===== src/rtl/bp_fe_fetch_queue.sv =====
// bp_fe_fetch_queue
//   Checkpointed FIFO between the FE PC generator and the backend issue logic.
//   Packets are written at wptr, consumed speculatively at rptr and committed
//   at cptr. The backend can replay consumed-but-uncommitted packets (roll) or
//   discard everything (clr) on a redirect.
//
// Ports
//   clk_i, reset_i      clock, synchronous active-high reset
//   fe_queue_i/_v_i     packet in from pc_gen, handshaked with fe_queue_ready_o
//   fe_queue_o/_v_o     packet at the speculative read pointer
//   fe_queue_yumi_i     backend consumes fe_queue_o (rptr++)
//   fe_queue_deq_i      commit oldest consumed entry (cptr++)
//   fe_queue_roll_i     replay from the commit point (rptr <= cptr)
//   fe_queue_clr_i      discard all entries
//   count_o             committed occupancy (wptr - cptr)
//   almost_full_o       occupancy >= els_p - almost_full_margin_p
//
// Build option
//   BP_FE_QUEUE_BYPASS_EN: when defined, a packet written into an empty queue
//   is visible on fe_queue_o in the same cycle. Otherwise write-to-visible
//   latency is one cycle and there is no combinational in->out path.

module bp_fe_fetch_queue #(
  parameter int els_p                = 8,
  parameter int data_width_p         = 160,
  parameter int almost_full_margin_p = 2
) (
  input  logic                    clk_i,
  input  logic                    reset_i,
  input  logic [data_width_p-1:0] fe_queue_i,
  input  logic                    fe_queue_v_i,
  output logic                    fe_queue_ready_o,
  output logic [data_width_p-1:0] fe_queue_o,
  output logic                    fe_queue_v_o,
  input  logic                    fe_queue_yumi_i,
  input  logic                    fe_queue_deq_i,
  input  logic                    fe_queue_roll_i,
  input  logic                    fe_queue_clr_i,
  output logic [$clog2(els_p):0]  count_o,
  output logic                    almost_full_o
);

  localparam int idx_width_lp = $clog2(els_p);
  localparam int ptr_width_lp = idx_width_lp + 1;
  localparam logic [ptr_width_lp-1:0] one_lp       = ptr_width_lp'(1);
  localparam logic [ptr_width_lp-1:0] els_lp       = ptr_width_lp'(els_p);
  localparam logic [ptr_width_lp-1:0] af_thresh_lp = ptr_width_lp'(els_p - almost_full_margin_p);

  // Pointers carry one extra wrap bit so full and empty are distinguishable.
  logic [ptr_width_lp-1:0] wptr_q, wptr_d;
  logic [ptr_width_lp-1:0] rptr_q, rptr_d;
  logic [ptr_width_lp-1:0] cptr_q, cptr_d;

  logic [data_width_p-1:0] mem_q [els_p];

  logic [ptr_width_lp-1:0] occupancy;
  logic                    full;
  logic                    empty;
  logic                    write_en;

  assign occupancy = wptr_q - cptr_q;
  assign full      = (occupancy == els_lp);
  assign empty     = (rptr_q == wptr_q);

  // Ready looks only at registered pointers: a same-cycle deq does not make
  // room, and clr does not mask it (the packet is accepted and dropped).
  assign fe_queue_ready_o = ~reset_i & ~full;
  assign write_en         = fe_queue_v_i & fe_queue_ready_o;

  // Status outputs are forced to their idle values while reset is held so the
  // consumer never sees stale state during a mid-stream reset.
  assign count_o       = reset_i ? '0 : occupancy;
  assign almost_full_o = ~reset_i & (occupancy >= af_thresh_lp);

`ifdef BP_FE_QUEUE_BYPASS_EN
  // Empty queue with an accepted write: forward the incoming packet directly.
  // The entry is still written, so a same-cycle yumi leaves it replayable.
  assign fe_queue_v_o = ~reset_i & (~empty | (write_en & ~fe_queue_clr_i));
  assign fe_queue_o   = empty ? fe_queue_i : mem_q[rptr_q[idx_width_lp-1:0]];
`else
  assign fe_queue_v_o = ~reset_i & ~empty;
  assign fe_queue_o   = mem_q[rptr_q[idx_width_lp-1:0]];
`endif

  always_comb begin
    wptr_d = wptr_q;
    rptr_d = rptr_q;
    cptr_d = cptr_q;
    if (fe_queue_clr_i) begin
      wptr_d = '0;
      rptr_d = '0;
      cptr_d = '0;
    end else begin
      if (write_en) begin
        wptr_d = wptr_q + one_lp;
      end
      if (fe_queue_deq_i) begin
        cptr_d = cptr_q + one_lp;
      end
      // Roll rewinds to the commit point after this cycle's deq and
      // overrides any same-cycle yumi.
      if (fe_queue_roll_i) begin
        rptr_d = cptr_d;
      end else if (fe_queue_yumi_i) begin
        rptr_d = rptr_q + one_lp;
      end
    end
  end

  always_ff @(posedge clk_i) begin
    if (reset_i) begin
      wptr_q <= '0;
      rptr_q <= '0;
      cptr_q <= '0;
    end else begin
      wptr_q <= wptr_d;
      rptr_q <= rptr_d;
      cptr_q <= cptr_d;
    end
  end

  // Packet storage is deliberately not reset; validity lives in the pointers.
  always_ff @(posedge clk_i) begin
    if (write_en & ~fe_queue_clr_i) begin
      mem_q[wptr_q[idx_width_lp-1:0]] <= fe_queue_i;
    end
  end

`ifndef SYNTHESIS
  // Protocol checks: consuming with nothing visible, or committing an entry
  // that has not been consumed yet, is a backend bug.
  always_ff @(posedge clk_i) begin
    if (!reset_i) begin
      assert (!fe_queue_yumi_i || fe_queue_v_o);
      assert (!fe_queue_deq_i || (cptr_q != rptr_q));
    end
  end
`endif

endmodule

===== config.mk =====
export PLATFORM = sky130hd
export DESIGN_NAME = bp_fe_fetch_queue
export DESIGN_NICKNAME = d
export VERILOG_FILES = /design/src/rtl/bp_fe_fetch_queue.sv
export SDC_FILE = /design/constraint.sdc
export NUM_CORES = 1
export LEC_CHECK = 0
export CELL_PAD_IN_SITES_DETAIL_PLACEMENT = 1
export CELL_PAD_IN_SITES_GLOBAL_PLACEMENT = 1
export CORE_MARGIN = 10
export CORE_UTILIZATION = 53
export CTS_BUF_LIST = sky130_fd_sc_hd__clkbuf_4 sky130_fd_sc_hd__clkbuf_8 sky130_fd_sc_hd__clkbuf_16
export CTS_CLUSTER_DIAMETER = 60
export CTS_CLUSTER_SIZE = 8
export DETAILED_ROUTE_END_ITERATION = 8
export PLACE_DENSITY_LB_ADDON = 0.2
export SYNTH_ARGS = -nofsm -noshare
export SYNTH_HDL_FRONTEND = slang
export SYNTH_SLANG_ARGS = --single-unit

===== constraint.sdc =====
create_clock -name clk_i -period 24.7 [get_ports clk_i]
set_input_delay 4.94 -clock clk_i [delete_from_list [all_inputs] [get_ports clk_i]]
set_output_delay 4.94 -clock clk_i [all_outputs]
set_load 0.05 [all_outputs]

==> out/qor.csv, run 1 <==
stage,metric,value,unit
cts,number of CTS-inserted buffers,180,
floorplanning,Ports,334,
power_and_ir_drop,fraction of power spent switching nets,20.4,%
cts,count of cells resized by post-cts repair,0,
route,iteration-0 DRC count of the detailed router,1915,
cts,Sink Count,1295,
floorplanning,floorplan die height,326,um
sta,final worst path period need,11500,ps
layout,fillers,7295,
route,routed wirelength normalized by instance count,29.9,um
layout,most common library cell in the layout ignoring fill and taps,edfxtp_1,
critical_path,startpoint-to-endpoint class of the critical path,in -> out,
hold_path,Hold Crit Endpoint,cptr_q[3],
route,count of nets left with antenna violations after detail routing,0,
critical_path,flop2flop setup slack,19890,ps
sta,final critical-path share of the clock period,46.6,%
critical_path,depth of the most critical reg-to-reg path,9,
cts,deepest clock path buffer count,3,
global_routing,number of antenna violations at the first check in global routing,18,
hold_path,Hold WC Path Type,reg -> reg,
cts,deepest level of the CTS H-tree,4,
sta,count of endpoints failing hold in the final timing report,0,
cts,CTS tree,yes,
logic_synthesis,area fraction of the dominant cell type after synthesis,77.5,%
layout,most frequent cells in the layout,"1280 x edfxtp_1, 333 x clkdlybuf4s50_1, 206 x mux4_2",
route,vias,22200,
run,Max Cap Violations,0,
power_and_ir_drop,Leakage Power,18.4,nW
layout,area grow syn2layout,18.6,%
logic_synthesis,most used flip-flop cell after synthesis,edfxtp_1,
sta,slew margin rel.,25.4,%
hold_path,worst hold path startpoint,cptr_q[2],
floorplanning,number of rows in the core area,112,
critical_path,category of the worst setup path launch point,input port,
sta,setup skew after layout,18.7,ps
critical_path,endpoint kind of the worst setup timing path,output port,
sta,RSZ-0062 raised after global routing,false,
floorplanning,Core Box Area,93000,um^2
layout,final net count,2593,
logic_synthesis,cell type with the highest aggregate area in the netlist,edfxtp_1,
power_and_ir_drop,total internal power,3.86,mW
power_and_ir_drop,power density of the placed cells,82.5,nW/um^2
logic_synthesis,Async SR Flop Fraction,0,%
cts,clock tree root driver cell,clkbuf_16,
floorplanning,starting density of the core,53.3,%
logic_synthesis,portion of the post-synthesis area used by sequential elements,78.1,%
power_and_ir_drop,worst vdd rail ir drop,65.4,uV
power_and_ir_drop,combinational group share of total power,5.9,%
sta,Total Neg Setup Slack,0,ps
layout,final cell count without fillers,3699,
cts,CTS clock-pin slew for the worst setup and hold paths,50,ps
route,remaining routing DRC violations,0,
critical_path,biggest fanout along the worst timing path,10,
cts,Post-CTS Hold Fix Bufs,0,
layout,Final Util,63.3,%
global_routing,wire length of the first global-routing pass,164000,um
logic_synthesis,number of different library cells in the post-synthesis netlist,40,
place,placer congestion estimate,0.738,
route,vias per inst,6.01,
cts,later-pin clock latency in the skew report,740,ps
global_routing,via count of the first global-routing pass,25000,
route,Routed WL,111000,um
critical_path,destination of the worst register-to-register timing path,mem_q[0][88],
global_routing,remaining global-route overflow,0,
sta,slew at the pin closest to its max-slew limit,1120,ps
logic_synthesis,cell types occupying the most area after synthesis,"edfxtp_1 77%, mux4_2 9.4%, mux4_1 6.0%",
logic_synthesis,post-synth design cell area,49600,um^2
critical_path,Required @ worst endpoint,19760,ps
route,number of iterations in the first detailed-routing pass,5,
floorplanning,overall die width,326,um
critical_path,critical path data arrival time,6560,ps
logic_synthesis,warning count from the yosys run,0,
place,cell count after placement,3491,
power_and_ir_drop,net load switching power,0.991,mW
logic_synthesis,number of flops mapped to enable cells by yosys,1280,
global_routing,pin count of the biggest net entering global routing,151,
floorplanning,area of the die,106000,um^2
logic_synthesis,Post-Syn Area per Cell,25.2,um^2
hold_path,number of cells on the worst hold path,3,
sta,"Slew Viols, Final",0,
global_routing,total routing usage reported by global routing,20.9,%
sta,fmax,87.0,MHz
logic_synthesis,Synth Net Count,2144,
power_and_ir_drop,clock power share,43.8,%
sta,number of failing setup endpoints in the final timing report,0,
place,hpwl dp,59300,um
layout,ratio of cells with drive above 1 in the final layout,25.0,%
logic_synthesis,post-synthesis sequential element count,1295,
power_and_ir_drop,part of the total power dissipated in sequential elements,50.3,%
critical_path,worst reg2reg startpoint,wptr_q[0],
logic_synthesis,cells after synthesis,1970,
cts,Post-CTS Setup Repair Bufs,0,
run_status,status,"complete, no violations",
place,Port-buffer cells,333,
## cell usage after synthesis, types with 2 or more instances
master       n
mux2i_1      4
nand4_1      6
nor4_1       4
a211oi_1     4
nand2b_1     2
buf_2        8
nor2_1      13
a21oi_1      4
and4_1       5
nor3_1       3
nand3b_1     2
ha_1         6
buf_8       28
nand4b_1     2
buf_6        3
mux4_2     206
clkbuf_1    41
nand3_1      3
buf_12       3
buf_1       15
nand2_1      9
mux2_2     160
edfxtp_1  1280
inv_1        4
xor2_1       4
xnor2_1     10
mux4_1     114
dfxtp_1     15
## worst max path at each step
stage,from,endpoint,cells after the start
6_report,reset_i,fe_queue_v_o,3
5_1_grt,reset_i,fe_queue_v_o,3
4_1_cts,reset_i,fe_queue_v_o,3
3_5_place_dp,reset_i,fe_queue_v_o,3
2_1_floorplan,reset_i,mem_q[4][0],5
3_3_place_gp,reset_i,fe_queue_v_o,3
## cell families after synthesis
kind of cell	after synthesis	synth area share, %
compound gates	13	0.187
buf+inv	102	1.57
xor+xnor	14	0.247
fa+ha+maj	7	0.192
simple gates	55	0.623
mux	484	19.1
flops	1295	78.1
## worst max-delay path, cell delays in order
cell	delay (ps)
clkdlybuf4s50_1	540
a41oi_1	230
clkdlybuf4s50_1	840
## routing by layer
| metal | part of all wire, % | vias to the layer above | wire length [um] | global-route usage (%) |
|---|---|---|---|---|
| li1 | - | 9410 | - | - |
| met1 | 40 | 12000 | 44300 | 26.6 |
| met2 | 52 | 694 | 57700 | 35.8 |
| met3 | 5.9 | 162 | 6560 | 4.70 |
| met4 | 1.8 | 24 | 1950 | 6.18 |
| met5 | 0.13 | - | 143 | 0 |
## registers in the layout, indices dropped and copies added (netlist names), named ones only
name,count
cptr_q,4
mem_q,1280
rptr_q,4
wptr_q,4
## power by group through the flow
stage          Sequential [mW]  Clock, mW  Combinational (mW)
2_1_floorplan             2.48          0               0.181
3_3_place_gp              2.48          0               0.281
3_5_place_dp              2.48          0               0.290
4_1_cts                   2.44       2.17               0.292
5_1_grt                   2.44       2.27               0.304
6_report                  2.44       2.13               0.287
## per-stage QoR
step | worst slack, ps | power [mW] | hold WS (ps) | area [um^2]
final | 13200 | 4.86 | 592 | 58900
after global routing | 13080 | 5.02 | 641 | 58900
after CTS | 13190 | 4.91 | 595 | 58800
after detailed placement | 13200 | 2.77 | 575 | 54100
after global placement | 13190 | 2.76 | 574 | 54100
after floorplan | 2780 | 2.66 | 525 | 49600
## layout make-up
class                           instances  area [um^2]  share of cell area, %
Inverter                                4         15.0                 0.0255
Timing Repair Buffer                  365         3640                   6.18
Multi-Input combinational cell        573        10100                   17.2
Clock buffer                          195         4690                   7.96
Clock inverter                          6         53.8                 0.0914
Antenna cell                            7         17.5                 0.0298
Sequential cell                      1295        38700                   65.8
Tap cell                             1254         1570                   2.67
Note: power is estimated with default switching activity, not from simulation.
==> inputs of run 2 (changes only) <==
- CORE_UTILIZATION: 53 -> 47
- clock period: 24.7 -> 9.4 ns (I/O delays scaled with it)
==> run 2 against run 1 <==
- via count is 1.1% lower
- combinational power grew to 2.6 times the previous value
- sequential power rose to 2.6 times the previous value
- first-iteration DRC count is 12% lower
- critical endpoint is now fe_queue_ready_o
==> out/qor.csv, run 2 (same netlist as run 1, synthesis figures left out) <==
stage,metric,value,unit,change
layout,final cell count without fillers,3850,,was 3699
critical_path,destination of the worst register-to-register timing path,mem_q[7][108],,was mem_q[0][88]
route,vias per inst,5.71,,was 6.01
global_routing,remaining global-route overflow,0,,unchanged
cts,CTS clock-pin slew for the worst setup and hold paths,50,ps,about the same
critical_path,startpoint-to-endpoint class of the critical path,reg -> out,,was in -> out
critical_path,worst reg2reg startpoint,wptr_q[1],,was wptr_q[0]
sta,worst slack on hold paths,599,ps,was 592 ps
floorplanning,number of rows in the core area,119,,was 112
cts,later-pin clock latency in the skew report,760,ps,was 740 ps
layout,most frequent cells in the layout,"1280 x edfxtp_1, 333 x clkdlybuf4s50_1, 206 x mux4_2",,unchanged
sta,count of endpoints failing hold in the final timing report,0,,unchanged
floorplanning,starting density of the core,47.2,%,was 53.3%
power_and_ir_drop,Leakage Power,18.5,nW,was 18.4 nW
sta,RSZ-0062 raised after global routing,false,,unchanged
floorplanning,Ports,334,,unchanged
route,routed wirelength normalized by instance count,28.7,um,was 29.9 um
power_and_ir_drop,power density of the placed cells,218,nW/um^2,was 82.5 nW/um^2
critical_path,flop2flop setup slack,4700,ps,was 19890 ps
global_routing,number of antenna violations at the first check in global routing,18,,unchanged
cts,count of cells resized by post-cts repair,0,,unchanged
hold_path,number of cells on the worst hold path,3,,unchanged
global_routing,total routing usage reported by global routing,18.7,%,was 20.9%
critical_path,depth of the most critical reg-to-reg path,8,,was 9
sta,number of failing setup endpoints in the final timing report,0,,unchanged
cts,Post-CTS Setup Repair Bufs,0,,unchanged
hold_path,Hold Crit Endpoint,cptr_q[3],,unchanged
critical_path,biggest fanout along the worst timing path,10,,unchanged
sta,fmax,163,MHz,
route,vias,22000,,was 22200
global_routing,pin count of the biggest net entering global routing,157,,was 151
cts,number of CTS-inserted buffers,181,,was 180
sta,setup skew after layout,55.4,ps,was 18.7 ps
sta,final worst path period need,6120,ps,
power_and_ir_drop,worst vdd rail ir drop,147,uV,was 65.4 uV
route,remaining routing DRC violations,0,,unchanged
global_routing,via count of the first global-routing pass,24700,,was 25000
critical_path,endpoint kind of the worst setup timing path,output port,,unchanged
sta,"Slew Viols, Final",0,,unchanged
cts,deepest clock path buffer count,3,,unchanged
hold_path,worst hold path startpoint,cptr_q[2],,unchanged
floorplanning,Core Box Area,105000,um^2,was 93000 um^2
layout,final non-filler cell area,59400,um^2,was 58900 um^2
floorplanning,area of the die,119000,um^2,was 106000 um^2
sta,slew at the pin closest to its max-slew limit,1340,ps,was 1120 ps
layout,Final Util,56.5,%,was 63.3%
sta,final setup slack of the worst path,3280,ps,was 13200 ps
cts,clock tree root driver cell,clkbuf_16,,unchanged
place,hpwl dp,58500,um,was 59300 um
sta,final critical-path share of the clock period,65.2,%,
cts,Sink Count,1295,,unchanged
place,Setup Slack @ Placement,3990,ps,was 13200 ps
floorplanning,floorplan die height,345,um,was 326 um
cts,CTS tree,yes,,unchanged
cts,deepest level of the CTS H-tree,4,,unchanged
critical_path,critical path data arrival time,4240,ps,was 6560 ps
layout,final net count,2594,,was 2593
layout,ratio of cells with drive above 1 in the final layout,25.6,%,was 25.0%
route,Routed WL,111000,um,about the same
place,Port-buffer cells,333,,unchanged
global_routing,wire length of the first global-routing pass,164000,um,about the same
cts,Post-CTS Hold Fix Bufs,0,,unchanged
place,placer congestion estimate,0.722,,was 0.738
route,iteration-0 DRC count of the detailed router,1677,,was 1915
route,number of iterations in the first detailed-routing pass,4,,was 5
floorplanning,overall die width,345,um,was 326 um
run,Max Cap Violations,0,,unchanged
critical_path,Required @ worst endpoint,7520,ps,was 19760 ps
hold_path,Hold WC Path Type,reg -> reg,,unchanged
layout,area grow syn2layout,19.7,%,was 18.6%
layout,number of flip-flops under the largest register name,1280,,unchanged
run_status,status,"complete, no violations",,unchanged
place,dpl cell area,54400,um^2,was 54100 um^2
critical_path,category of the worst setup path launch point,register,,was input port
sta,slew margin rel.,10.6,%,was 25.4%
route,count of nets left with antenna violations after detail routing,0,,unchanged
layout,most common library cell in the layout ignoring fill and taps,edfxtp_1,,unchanged
place,cell count after placement,3628,,was 3491
run 2: layout make-up:
type	count	area, um^2
inverters	4	15.0
multi-input cells	573	10200
clock buffers	204	4750
repair buffers	365	3710
clock inverters	16	231
flip-flops and latches	1295	38700
diodes	2	5.00
fillers	8746	45700
well taps	1391	1740
run 2: through the flow:
| step | power [mW] | TNS, ps |
|---|---|---|
| after floorplan | 6.99 | -1693730 |
| after global placement | 7.27 | 0 |
| after detailed placement | 7.29 | 0 |
| after CTS | 13.1 | 0 |
| after global routing | 13.4 | 0 |
| final | 12.9 | 0 |
run 2: worst max-delay path by stage:
stage | start | slack (ps) | end
3_5_place_dp | reset_i | 3990 | fe_queue_v_o
2_1_floorplan | reset_i | -2730 | mem_q[5][0]
4_1_cts | register | 3130 | fe_queue_o[23]
6_report | wptr_q[1] | 3280 | fe_queue_ready_o
5_1_grt | register | 3030 | fe_queue_o[46]
3_3_place_gp | reset_i | 4020 | fe_queue_v_o
run 2: critical path: stages (launching register included):
cell,delay (ps)
dfxtp_1,660
inv_1,260
fa_1,760
nor4bb_1,360
nand4_1,210
nand3_1,400
nor2_1,90
clkdlybuf4s50_1,730
run 2: report_power, final:
group | internal [mW] | switching [mW]
clock | 3.52 | 2.25
sequential | 6.39 | 0.0158
combinational | 0.319 | 0.441
run 2: layer usage:
layer | GRT usage [%] | vias up | wire length, um
met4 | 5.15 | 26 | 1970
met5 | 0 | - | 177
met1 | 24.4 | 11800 | 46400
li1 | - | 9423 | -
met3 | 4.88 | 176 | 6640
met2 | 30.9 | 548 | 55400
==> inputs of run 3 (changes only) <==
- CORE_UTILIZATION: 47 -> 53
- clock period: 9.4 -> 5.8 ns (I/O delays scaled with it)
==> run 3 against run 2 <==
- clock skew fell by 37 ps
- non-clock buffer count grew 7
- sequential share of layout area is essentially flat
- design area hardly changed
- first-iteration DRC count up 4.5%
- wire length grew 0.27%
- via count up 1.8%
- total power rose by 61%
- worst hold slack got worse by 30 ps
- sequential cell count stayed put
- utilization grew 7.3 points
- register-to-register slack got worse by 2600 ps
- critical path type unchanged
- largest cell class unchanged
==> out/qor.csv, run 3 (same netlist as run 1, synthesis figures left out) <==
stage,metric,value,unit,change
power_and_ir_drop,Leakage Power,18.5,nW,about the same
layout,final non-filler cell area,59400,um^2,about the same
sta,fmax,199,MHz,
sta,final worst path period need,5020,ps,
route,remaining routing DRC violations,0,,unchanged
cts,clock tree root driver cell,clkbuf_16,,unchanged
sta,number of failing setup endpoints in the final timing report,0,,unchanged
cts,later-pin clock latency in the skew report,740,ps,was 760 ps
global_routing,remaining global-route overflow,0,,unchanged
cts,deepest clock path buffer count,3,,unchanged
global_routing,wire length of the first global-routing pass,166000,um,was 164000 um
run_status,status,"complete, no violations",,unchanged
floorplanning,area of the die,106000,um^2,was 119000 um^2
power_and_ir_drop,power density of the placed cells,351,nW/um^2,was 218 nW/um^2
global_routing,number of antenna violations at the first check in global routing,20,,was 18
place,placer congestion estimate,0.758,,was 0.722
route,Routed WL,111000,um,about the same
sta,RSZ-0062 raised after global routing,false,,unchanged
floorplanning,Core Box Area,93000,um^2,was 105000 um^2
critical_path,crit path cell chain,inv_2 > fa_2 > nor4bb_1 > nand4_1 > nand3_1 > nor2_1 > clkdlybuf4s50_1,,was inv_1 > fa_1 > nor4bb_1 > nand4_1 > nand3_1 > nor2_1 > clkdlybuf4s50_1
sta,setup skew after layout,18.2,ps,was 55.4 ps
place,Port-buffer cells,333,,unchanged
sta,worst slack on hold paths,569,ps,was 599 ps
layout,final net count,2600,,was 2594
critical_path,Required @ worst endpoint,4640,ps,was 7520 ps
run,Max Cap Violations,0,,unchanged
sta,Total Neg Setup Slack,0,ps,unchanged
floorplanning,overall die width,326,um,was 345 um
critical_path,endpoint kind of the worst setup timing path,output port,,unchanged
floorplanning,number of rows in the core area,112,,was 119
floorplanning,starting density of the core,53.3,%,was 47.2%
global_routing,via count of the first global-routing pass,25000,,was 24700
route,routed wirelength normalized by instance count,29.9,um,was 28.7 um
critical_path,startpoint-to-endpoint class of the critical path,reg -> out,,unchanged
layout,ratio of cells with drive above 1 in the final layout,25.6,%,about the same
place,hpwl dp,59100,um,was 58500 um
cts,CTS clock-pin slew for the worst setup and hold paths,50,ps,about the same
global_routing,total routing usage reported by global routing,20.9,%,was 18.7%
layout,most frequent cells in the layout,"1280 x edfxtp_1, 333 x clkdlybuf4s50_1, 206 x mux4_2",,unchanged
cts,count of cells resized by post-cts repair,0,,unchanged
cts,Post-CTS Setup Repair Bufs,0,,unchanged
critical_path,kind of cell with the highest combined delay on the critical path,simple AND/OR/NAND/NOR gates,,unchanged
critical_path,critical path data arrival time,3860,ps,was 4240 ps
critical_path,biggest fanout along the worst timing path,10,,unchanged
layout,most common library cell in the layout ignoring fill and taps,edfxtp_1,,unchanged
critical_path,longest individual stage delay on the worst path,710,ps,was 760 ps
sta,"Slew Viols, Final",0,,unchanged
sta,final setup slack of the worst path,779,ps,was 3280 ps
sta,slew margin rel.,45.0,%,was 10.6%
route,vias per inst,6.04,,was 5.71
critical_path,category of the worst setup path launch point,register,,unchanged
cts,number of CTS-inserted buffers,180,,was 181
cts,Post-CTS Hold Fix Bufs,0,,unchanged
route,count of nets left with antenna violations after detail routing,0,,unchanged
route,number of iterations in the first detailed-routing pass,5,,was 4
power_and_ir_drop,worst vdd rail ir drop,251,uV,was 147 uV
sta,slew at the pin closest to its max-slew limit,825,ps,was 1340 ps
critical_path,worst path buffer plus inverter count,2,,unchanged
floorplanning,floorplan die height,326,um,was 345 um
hold_path,Hold WC Path Type,reg -> reg,,unchanged
layout,area grow syn2layout,19.7,%,about the same
layout,number of flip-flops under the largest register name,1280,,unchanged
power_and_ir_drop,"Power, Total",20.8,mW,was 12.9 mW
route,vias,22400,,was 22000
place,dpl cell area,54500,um^2,was 54400 um^2
cts,Sink Count,1295,,unchanged
floorplanning,Ports,334,,unchanged
route,iteration-0 DRC count of the detailed router,1752,,was 1677
global_routing,pin count of the biggest net entering global routing,105,,was 157
place,Setup Slack @ Placement,1510,ps,was 3990 ps
critical_path,cell type of the slowest stage on the worst timing path,clkdlybuf4s50_1,,was fa_1
sta,count of endpoints failing hold in the final timing report,0,,unchanged
sta,final critical-path share of the clock period,86.6,%,
cts,CTS tree,yes,,unchanged
cts,deepest level of the CTS H-tree,4,,unchanged
[run 3: changes by cell type in the layout (fill, tap and decap cells not counted), moves of 2 or more]
cell	delta
buf_12	+17
clkbuf_4	-11
buf_4	-10
clkinv_8	-7
diode_2	+3
inv_6	+3
clkbuf_16	+2
inv_1	-2
[run 3: area by class of cell]
cell class / instances / area, um^2
clock inverter: 10 / 121
inverter: 4 / 17.5
clock buffer: 195 / 4720
fill: 7319 / 33700
multi-input combinational: 573 / 10200
antenna: 5 / 12.5
tap: 1254 / 1570
sequential: 1295 / 38800
timing repair buffer: 372 / 3980
[run 3: power breakdown]
part / total (mW) / leakage (nW) / internal (mW) / switching (mW)
Clock: 9.20 / 2.39 / 5.65 / 3.55
Sequential: 10.4 / 11.7 / 10.4 / 0.0297
Combinational: 1.25 / 4.47 / 0.528 / 0.722
Total: 20.8 / 18.5 / 16.5 / 4.30
[run 3: worst paths after layout]
| kind | start | end | slack, ps | cells past startpoint |
|---|---|---|---|---|
| max reg2reg | wptr_q[1] | mem_q[0][117] | 2080 | 7 |
| min reg2reg | wptr_q[0] | wptr_q[0] | 570 | 2 |
| min | wptr_q[0] | wptr_q[0] | 570 | 2 |
| max | wptr_q[1] | fe_queue_ready_o | 780 | 7 |
[run 3: worst reg2reg max path: cells and delay by family, from the launching register on]
kind | cells | cell delay [ps]
adder cells (fa/ha/maj) | 1 | 510
flip-flops | 1 | 680
AND/OR/NAND/NOR | 4 | 1510
buffers and inverters | 2 | 620
[run 3: per-layer routing]
layer	part of all wire [%]	vias up	wire (um)	track usage (%)
met2	51	655	56700	34.8
li1	-	9426	-	-
met3	5.8	167	6450	5.33
met4	1.8	28	1990	5.85
met5	0.15	-	170	0
met1	41	12100	45600	27.2
[run 3: metrics by stage]
| step | cells | util [%] |
|---|---|---|
| final | 3708 | 63.8 |
| after global routing | 3708 | 63.8 |
| after CTS | 3703 | 63.8 |
| after detailed placement | 3498 | 58.6 |
| after global placement | 3498 | 58.6 |
| after floorplan | 1970 | - |
